===== src/rtl/bubble_host_pkg.sv =====
// Shared types and constants for the bubble host power sequencer.
package bubble_host_pkg;

  localparam int unsigned CNT_W = 16;

  typedef enum logic [2:0] {
    ST_IDLE       = 3'd0,
    ST_PRE_DELAY  = 3'd1,
    ST_WAIT_READY = 3'd2,
    ST_FILTER     = 3'd3,
    ST_RUN        = 3'd4,
    ST_POWER_DOWN = 3'd5,
    ST_FAULT      = 3'd6
  } state_e;

  typedef enum logic [1:0] {
    FC_NONE          = 2'd0,
    FC_READY_TIMEOUT = 2'd1,
    FC_READY_LOST    = 2'd2,
    FC_PD_TIMEOUT    = 2'd3
  } fault_code_e;

  function automatic logic [CNT_W-1:0] sat_inc(input logic [CNT_W-1:0] v);
    return (v == '1) ? v : v + CNT_W'(1);
  endfunction

endpackage


===== src/rtl/bubble_host_power_sequencer_if.sv =====
// Control/status bundle between bench control logic, the drive and the sequencer.
interface bubble_host_power_sequencer_if;
  import bubble_host_pkg::*;

  logic             start;
  logic             stop;
  logic             clear_fault;
  logic             temperature_low;
  logic             power_good;
  logic             host_ready;
  logic             fault;
  logic [1:0]       fault_code;
  logic [2:0]       state;
  logic [CNT_W-1:0] ready_latency;

  modport master (
    output start, stop, clear_fault, temperature_low,
    input  power_good, host_ready, fault, fault_code, state, ready_latency
  );

  modport slave (
    input  start, stop, clear_fault, temperature_low,
    output power_good, host_ready, fault, fault_code, state, ready_latency
  );
endinterface


===== src/rtl/sync_2ff.sv =====
// Generic two-flop synchronizer for asynchronous level inputs.
module sync_2ff #(
  parameter int unsigned WIDTH = 1
) (
  input  logic             clk,
  input  logic             rst,
  input  logic [WIDTH-1:0] d,
  output logic [WIDTH-1:0] q
);

  logic [WIDTH-1:0] meta_q;
  logic [WIDTH-1:0] sync_q;

  always_ff @(posedge clk) begin
    if (rst) begin
      meta_q <= '0;
      sync_q <= '0;
    end else begin
      meta_q <= d;
      sync_q <= meta_q;
    end
  end

  assign q = sync_q;

endmodule


===== src/rtl/bubble_host_power_sequencer.sv =====
// Host-side power-good / READY handshake sequencer with timeouts and READY supervision.
module bubble_host_power_sequencer
  import bubble_host_pkg::*;
#(
  parameter int unsigned PG_DELAY      = 16,
  parameter int unsigned READY_TIMEOUT = 8192,
  parameter int unsigned FILTER_LEN    = 4
) (
  input  logic                          master_clock,
  input  logic                          reset,
  bubble_host_power_sequencer_if.slave  bus
);

  localparam logic [CNT_W-1:0] PG_LAST  = CNT_W'(PG_DELAY - 1);
  localparam logic [CNT_W-1:0] TO_LAST  = CNT_W'(READY_TIMEOUT - 1);
  localparam logic [CNT_W-1:0] FLT_LAST = CNT_W'(FILTER_LEN - 1);

  logic rdy_s;

  sync_2ff #(.WIDTH(1)) u_ready_sync (
    .clk (master_clock),
    .rst (reset),
    .d   (bus.temperature_low),
    .q   (rdy_s)
  );

  state_e           state_q, state_d;
  logic [CNT_W-1:0] cnt_q, cnt_d;
  logic [CNT_W-1:0] fcnt_q, fcnt_d;
  logic [CNT_W-1:0] lat_q, lat_d;
  logic             frz_q, frz_d;
  fault_code_e      code_q, code_d;
  logic             pg_q, pg_d;
  logic             hr_q, hr_d;
  logic             fault_q, fault_d;

  always_comb begin
    state_d = state_q;
    cnt_d   = cnt_q;
    fcnt_d  = fcnt_q;
    lat_d   = lat_q;
    frz_d   = frz_q;
    code_d  = code_q;

    case (state_q)
      ST_IDLE: begin
        if (bus.start && !bus.stop) state_d = ST_PRE_DELAY;
      end
      ST_PRE_DELAY: begin
        if (bus.stop) begin
          state_d = ST_POWER_DOWN;
        end else if (cnt_q == PG_LAST) begin
          state_d = ST_WAIT_READY;
          lat_d   = '0;
          frz_d   = 1'b0;
        end else begin
          cnt_d = cnt_q + CNT_W'(1);
        end
      end
      ST_WAIT_READY: begin
        // Latency counts until the first synced READY, then stays frozen across bounces.
        if (!frz_q) begin
          if (rdy_s) frz_d = 1'b1;
          else       lat_d = sat_inc(lat_q);
        end
        if (bus.stop) begin
          state_d = ST_POWER_DOWN;
        end else if (rdy_s) begin
          state_d = ST_FILTER;
          cnt_d   = cnt_q + CNT_W'(1);
        end else if (cnt_q >= TO_LAST) begin
          state_d = ST_FAULT;
          code_d  = FC_READY_TIMEOUT;
        end else begin
          cnt_d = cnt_q + CNT_W'(1);
        end
      end
      ST_FILTER: begin
        if (bus.stop) begin
          state_d = ST_POWER_DOWN;
        end else if (cnt_q >= TO_LAST) begin
          state_d = ST_FAULT;
          code_d  = FC_READY_TIMEOUT;
        end else begin
          cnt_d = cnt_q + CNT_W'(1);
          if (!rdy_s)                 state_d = ST_WAIT_READY;
          else if (fcnt_q == FLT_LAST) state_d = ST_RUN;
          else                        fcnt_d  = fcnt_q + CNT_W'(1);
        end
      end
      ST_RUN: begin
        if (bus.stop) begin
          state_d = ST_POWER_DOWN;
        end else if (!rdy_s) begin
          state_d = ST_FAULT;
          code_d  = FC_READY_LOST;
        end
      end
      ST_POWER_DOWN: begin
        if (!rdy_s) begin
          state_d = ST_IDLE;
        end else if (cnt_q == TO_LAST) begin
          state_d = ST_FAULT;
          code_d  = FC_PD_TIMEOUT;
        end else begin
          cnt_d = cnt_q + CNT_W'(1);
        end
      end
      ST_FAULT: begin
        if (bus.clear_fault) begin
          state_d = ST_IDLE;
          code_d  = FC_NONE;
        end
      end
      default: state_d = ST_IDLE;
    endcase

    // The timeout counter survives WAIT_READY <-> FILTER bounces; every other entry restarts it.
    if ((state_d != state_q) &&
        !((state_q == ST_WAIT_READY && state_d == ST_FILTER) ||
          (state_q == ST_FILTER && state_d == ST_WAIT_READY))) begin
      cnt_d = '0;
    end
    if (state_d != ST_FILTER) fcnt_d = '0;

    pg_d    = (state_d == ST_WAIT_READY) || (state_d == ST_FILTER) || (state_d == ST_RUN);
    hr_d    = (state_d == ST_RUN);
    fault_d = (state_d == ST_FAULT);
  end

  always_ff @(posedge master_clock) begin
    if (reset) begin
      state_q <= ST_IDLE;
      cnt_q   <= '0;
      fcnt_q  <= '0;
      lat_q   <= '0;
      frz_q   <= 1'b0;
      code_q  <= FC_NONE;
      pg_q    <= 1'b0;
      hr_q    <= 1'b0;
      fault_q <= 1'b0;
    end else begin
      state_q <= state_d;
      cnt_q   <= cnt_d;
      fcnt_q  <= fcnt_d;
      lat_q   <= lat_d;
      frz_q   <= frz_d;
      code_q  <= code_d;
      pg_q    <= pg_d;
      hr_q    <= hr_d;
      fault_q <= fault_d;
    end
  end

  assign bus.power_good    = pg_q;
  assign bus.host_ready    = hr_q;
  assign bus.fault         = fault_q;
  assign bus.fault_code    = code_q;
  assign bus.state         = state_q;
  assign bus.ready_latency = lat_q;

endmodule


===== src/flat_wrapper.sv =====
// flat-port wrapper written by rule: the top's interface ports become plain ports
module bubble_host_power_sequencer_flat import bubble_host_pkg::*;
#(
  parameter int unsigned PG_DELAY      = 16,
  parameter int unsigned READY_TIMEOUT = 8192,
  parameter int unsigned FILTER_LEN    = 4
)
  (master_clock, reset, bus_start, bus_stop, bus_clear_fault, bus_temperature_low, bus_power_good, bus_host_ready, bus_fault, bus_fault_code, bus_state, bus_ready_latency);
  bubble_host_power_sequencer_if bus_i ();
  input  logic master_clock;
  input  logic reset;
  input wire logic [$bits(bus_i.start)-1:0] bus_start;
  input wire logic [$bits(bus_i.stop)-1:0] bus_stop;
  input wire logic [$bits(bus_i.clear_fault)-1:0] bus_clear_fault;
  input wire logic [$bits(bus_i.temperature_low)-1:0] bus_temperature_low;
  output wire logic [$bits(bus_i.power_good)-1:0] bus_power_good;
  output wire logic [$bits(bus_i.host_ready)-1:0] bus_host_ready;
  output wire logic [$bits(bus_i.fault)-1:0] bus_fault;
  output wire logic [$bits(bus_i.fault_code)-1:0] bus_fault_code;
  output wire logic [$bits(bus_i.state)-1:0] bus_state;
  output wire logic [$bits(bus_i.ready_latency)-1:0] bus_ready_latency;
  assign bus_i.start = bus_start;
  assign bus_i.stop = bus_stop;
  assign bus_i.clear_fault = bus_clear_fault;
  assign bus_i.temperature_low = bus_temperature_low;
  assign bus_power_good = bus_i.power_good;
  assign bus_host_ready = bus_i.host_ready;
  assign bus_fault = bus_i.fault;
  assign bus_fault_code = bus_i.fault_code;
  assign bus_state = bus_i.state;
  assign bus_ready_latency = bus_i.ready_latency;
  bubble_host_power_sequencer #(.PG_DELAY(PG_DELAY), .READY_TIMEOUT(READY_TIMEOUT), .FILTER_LEN(FILTER_LEN)) u_core (.master_clock(master_clock), .reset(reset), .bus(bus_i));
endmodule

===== config.mk =====
export PLATFORM = sky130hd
export DESIGN_NAME = bubble_host_power_sequencer_flat
export DESIGN_NICKNAME = d
export VERILOG_FILES = /design/src/rtl/bubble_host_pkg.sv /design/src/rtl/bubble_host_power_sequencer_if.sv /design/src/rtl/sync_2ff.sv /design/src/rtl/bubble_host_power_sequencer.sv /design/src/flat_wrapper.sv
export SDC_FILE = /design/constraint.sdc
export NUM_CORES = 1
export LEC_CHECK = 0
export BUFFER_PORTS_ARGS = -buffer_cell sky130_fd_sc_hd__clkbuf_2
export CAP_MARGIN = 10
export CORE_MARGIN = 4
export CORE_UTILIZATION = 30
export DETAILED_ROUTE_END_ITERATION = 6
export SYNTH_ARGS = -nofsm -noshare
export SYNTH_HDL_FRONTEND = slang
export SYNTH_SLANG_ARGS = --single-unit

===== constraint.sdc =====
create_clock -name master_clock -period 2.5 [get_ports master_clock]
set_clock_uncertainty 0.15 [all_clocks]
set_input_delay 0.125 -clock master_clock [delete_from_list [all_inputs] [get_ports master_clock]]
set_output_delay 0.125 -clock master_clock [all_outputs]
set_load 0.01 [all_outputs]

==> results.yml <==
floorplan:
  rows: 38
  core_area_mm2: 0.0108
  design.portCount: 30
  die_width_um: 113
  die_h_um: 113
  start_util_pct: 30.6
  die_area_mm2: 0.0128
power_and_ir_drop:
  p_int_mw: 1.62
  total_power_mw: 2.09
  vdd.ir_drop.worst_mv: 0.325
  switching_fraction_pct: 22.4
  power.switching_mw: 0.468
  share_comb_of_total_power_pct: 7.4
  leakage_nw: 1.55
  sequentialPowerShare_pct: 45.5
  power.clock.fraction_pct: 47.1
  power_density_mw_per_mm2: 496
routing:
  ant_nets: 0
  num_vias: 3193
  route.detailed.drc: 0
  met3_length_um: 393
  post_dr_wirelength_cell_um: 13.5
  wl_met1_um: 3880
  route.detailed.vias_per_inst: 5.23
  final_wirelength_um: 8270
  top_layer_used: "met4"
  count_of_tritonroute_iterations_in_the_first_routing_pass: 4
  detailedRoute.firstIterationViolations: 230
  met2_wirelength_um: 3900
layout:
  nFillCells: 1076
  top_library_cells_by_usage_in_the_layout_fill_and_taps_aside: "sky130_fd_sc_hd__dfxtp_1 (57), sky130_fd_sc_hd__nor2_1 (42), sky130_fd_sc_hd__buf_4 (37)"
  finalNetCount: 475
  antenna_cells: 0
  final_cells: 611
  layout.cells.most_common: "sky130_fd_sc_hd__dfxtp_1"
  final_layout_size_suffix_gt1_share_pct: 27.8
  post_layout_utilization_of_the_core_pct: 39.1
  area_delta_synth_final_pct: 27.5
cts:
  number_of_h_tree_levels: 3
  clock_root_cell: "sky130_fd_sc_hd__clkbuf_8"
  cts_buffer_depth: 2
  tritoncts.num_buffers: 9
  clock_latency_reported_for_the_late_side_of_the_worst_skew_pair_ps: 330
  numClockSinks: 59
  cts_tree: "yes"
  clk_pin_slew_worst_paths_ps: 70
synthesis:
  postSynth.topFlopCell: "sky130_fd_sc_hd__dfxtp_1"
  yosys.area.top_type: "sky130_fd_sc_hd__dfxtp_1"
  cell_area_after_synthesis_mm2: 0.00331
  post-synth-top-area-fraction_pct: 35.7
  synth_top_family_by_area: "simple AND/OR/NAND/NOR gates"
  register_bit_total_from_synthesis: 59
  synth-adder-area-share_pct: 1.14
  synthCells: 401
  synthesis.area_per_instance_um2: 8.25
  netlist_top_cells_area: "sky130_fd_sc_hd__dfxtp_1 (36%), sky130_fd_sc_hd__nor2_1 (4.8%), sky130_fd_sc_hd__or3_1 (4.4%), sky130_fd_sc_hd__a21oi_1 (3.9%), sky130_fd_sc_hd__o21ai_0 (3.5%)"
  ys_seq_area_share_pct: 35.7
  synth.mux.area_fraction_pct: 0.908
  synthDistinctLibCells: 60
  number_of_enable_type_register_cells_in_the_synthesized_netlist: 0
  synthesis.nets: 410
  synth_xor_xnor_area_share_pct: 5.30
  yosysWarnings: 0
  async_flop_share_pct: 0
  compound_gate_fraction_of_synth_area_pct: 21.5
  yosys.area_share.simple_pct: 31.3
sta:
  final_min_period_over_clock_period_pct: 96.5
  slew_of_the_pin_with_the_lowest_slew_margin_ps: 478
  finalHoldViolations: 0
  rsz_0062_raised_after_global_routing: "yes"
  postLayoutSetupSlackWorst_ps: 88.3
  fmax_ghz: 0.415
  drv_slew: 0
  setup_viol_count_final: 0
  slew_headroom_pct: 68.0
  period_needed_ps: 2410
  fin_worst_hold_slack_ps: 279
run:
  max_cap_violations: 0
worst_setup_path:
  crit_path_frequent_cell: "sky130_fd_sc_hd__or4_4"
  worstRegToRegCells: 6
  timing.critical_path.from_type: "flip-flop"
  r2r_setup_slack_ps: 90
  timing.setup.critical_path_class: "reg2reg"
  worst_setup_ep_type: "flip-flop"
  cp_slowest_cell: "sky130_fd_sc_hd__or4_4"
  worst_r2r_endpoint: "u_core.bus.power_good$_SDFF_PP0_"
  critical_path.startpoint: "u_core.fcnt_q[2]$_SDFFE_PP0P_"
  timing.critical_path.slowest_cell_delay_ps: 590
  critical_path_cell_by_cell: "or4_4 -> or4_4 -> o211ai_2 -> a21oi_2 -> or2_4 -> o32ai_2"
  worstReg2RegStart: "u_core.fcnt_q[2]$_SDFFE_PP0P_"
  critPathMaxFanout: 4
  cp_required_ps: 2600
  cp.arrival_ps: 2510
min_path:
  hold_path_class: "in2reg"
  hold_path.startpoint: "bus_stop"
  min_delay_worst_endpoint: "u_core.fcnt_q[0]$_SDFFE_PP0P_"
  timing.hold.worst_path_depth: 4
global_route:
  antenna_found_initial: 0
  grt_util_all_layers_pct: 13.5
  grt_max_degree: 31
  globalRouteOverflowTotal: 0
  grt_pass1_vias: 3058
  grt_first_pass_wirelength_um: 14500
run_status:
  run_status: "finished clean"
place:
  place_hpwl_um: 5970
  place.gp.congestion: 0.897
  portBuffers: 29
  dp.cells: 588
  detailedPlace.worstSlack_ps: -45.4
per-layer routing:
metal  global-route usage, %  vias to the layer above
li1                        -                     1614
met1                    17.8                     1502
met2                    21.8                       67
met3                    3.90                       10
met4                    3.53                        0
met5                       0                        -
critical path, delay by kind of cell (launching register included):
kind / cells / cell delay (ps)
DFF: 1 / 330
and+or+nand+nor: 3 / 1380
AOI/OAI and AO/OA: 3 / 470
worst max-delay path by stage:
stage,endpoint,slack [ps]
floorplan,u_core.bus.power_good$_SDFF_PP0_,50
global placement,u_core.cnt_q[6]$_SDFFE_PP0P_,10
detailed placement,u_core.cnt_q[3]$_SDFFE_PP0P_,-50
CTS,u_core.bus.ready_latency[15]$_SDFFE_PP0P_,40
global route,u_core.bus.power_good$_SDFF_PP0_,-30
finish,u_core.bus.power_good$_SDFF_PP0_,90
timing repair:
action,4_1_cts,5_1_grt
resized for setup,1,17
endpoints found under the setup margin,32,45
hold endpoints to repair,6,0
hold buffers,3,0
pin swaps,2,7
setup buffers,3,1
Yosys cell counts, types with 2 or more instances:
| library cell | n |
|---|---|
| sky130_fd_sc_hd__nor4_2 | 2 |
| sky130_fd_sc_hd__nand4_1 | 16 |
| sky130_fd_sc_hd__mux2i_1 | 3 |
| sky130_fd_sc_hd__nor4_1 | 4 |
| sky130_fd_sc_hd__nor2_2 | 3 |
| sky130_fd_sc_hd__nor3_1 | 9 |
| sky130_fd_sc_hd__o2111ai_1 | 2 |
| sky130_fd_sc_hd__inv_1 | 12 |
| sky130_fd_sc_hd__buf_2 | 4 |
| sky130_fd_sc_hd__xnor2_1 | 7 |
| sky130_fd_sc_hd__a21oi_2 | 9 |
| sky130_fd_sc_hd__a31oi_1 | 4 |
| sky130_fd_sc_hd__and3_1 | 11 |
| sky130_fd_sc_hd__o211a_1 | 2 |
| sky130_fd_sc_hd__or3_1 | 23 |
| sky130_fd_sc_hd__or3b_2 | 2 |
| sky130_fd_sc_hd__dfxtp_1 | 59 |
| sky130_fd_sc_hd__a22oi_1 | 2 |
| sky130_fd_sc_hd__xor2_1 | 13 |
| sky130_fd_sc_hd__buf_1 | 2 |
| sky130_fd_sc_hd__nand2_1 | 22 |
| sky130_fd_sc_hd__or4_1 | 13 |
| sky130_fd_sc_hd__nor2_1 | 42 |
| sky130_fd_sc_hd__nand2b_1 | 3 |
| sky130_fd_sc_hd__o31ai_1 | 7 |
| sky130_fd_sc_hd__a21oi_1 | 26 |
| sky130_fd_sc_hd__o21bai_1 | 2 |
| sky130_fd_sc_hd__buf_4 | 2 |
| sky130_fd_sc_hd__ha_1 | 3 |
| sky130_fd_sc_hd__clkbuf_1 | 8 |
| sky130_fd_sc_hd__or2_2 | 4 |
| sky130_fd_sc_hd__nand3_1 | 18 |
| sky130_fd_sc_hd__o21ai_0 | 23 |
| sky130_fd_sc_hd__buf_6 | 2 |
| sky130_fd_sc_hd__a21o_1 | 2 |
| sky130_fd_sc_hd__o211ai_1 | 6 |
| sky130_fd_sc_hd__nor2b_1 | 6 |
sequential cells by signal, indices dropped and copies added (netlist names):
name / flops
u_core.bus.fault_code: 2
u_core.bus.ready_latency: 16
u_core.bus.fault: 1
u_core.bus.host_ready: 1
u_core.u_ready_sync.q: 1
u_core.fcnt_q: 16
u_core.frz_q: 1
u_core.bus.state: 3
u_core.bus.power_good: 1
u_core.cnt_q: 16
u_core.u_ready_sync.meta_q: 1
logic make-up after synthesis:
| kind of cell | Yosys count |
|---|---|
| compound gates | 101 |
| flops | 59 |
| buf+inv | 30 |
| simple gates | 185 |
| xor+xnor | 20 |
| mux | 3 |
| fa+ha+maj | 3 |
through the flow:
stage,area [um2],TNS (ps)
6_report,4220,0
5_1_grt,4220,-36.0
4_1_cts,4130,0
3_5_place_dp,3810,-628
3_3_place_gp,3810,0
2_1_floorplan,3310,0
area by class of cell:
cell class / instances / area (um2) / share of cell area (%)
tap: 140 / 175 / 4.15
clock inverter: 5 / 75.1 / 1.78
multi-input combinational: 312 / 2070 / 49.2
inverter: 12 / 45.0 / 1.07
timing repair buffer: 72 / 513 / 12.2
sequential: 59 / 1180 / 28.1
clock buffer: 11 / 151 / 3.59
power by group through the flow:
stage          clock network [mW]  registers (mW)  logic (mW)
2_1_floorplan                   0           0.971      0.0943
3_3_place_gp                    0           0.972       0.133
3_5_place_dp                    0           0.972       0.134
4_1_cts                      1.02           0.951       0.146
5_1_grt                      1.06           0.951       0.168
6_report                    0.984           0.951       0.154
Power figures use the tool's default switching activity.
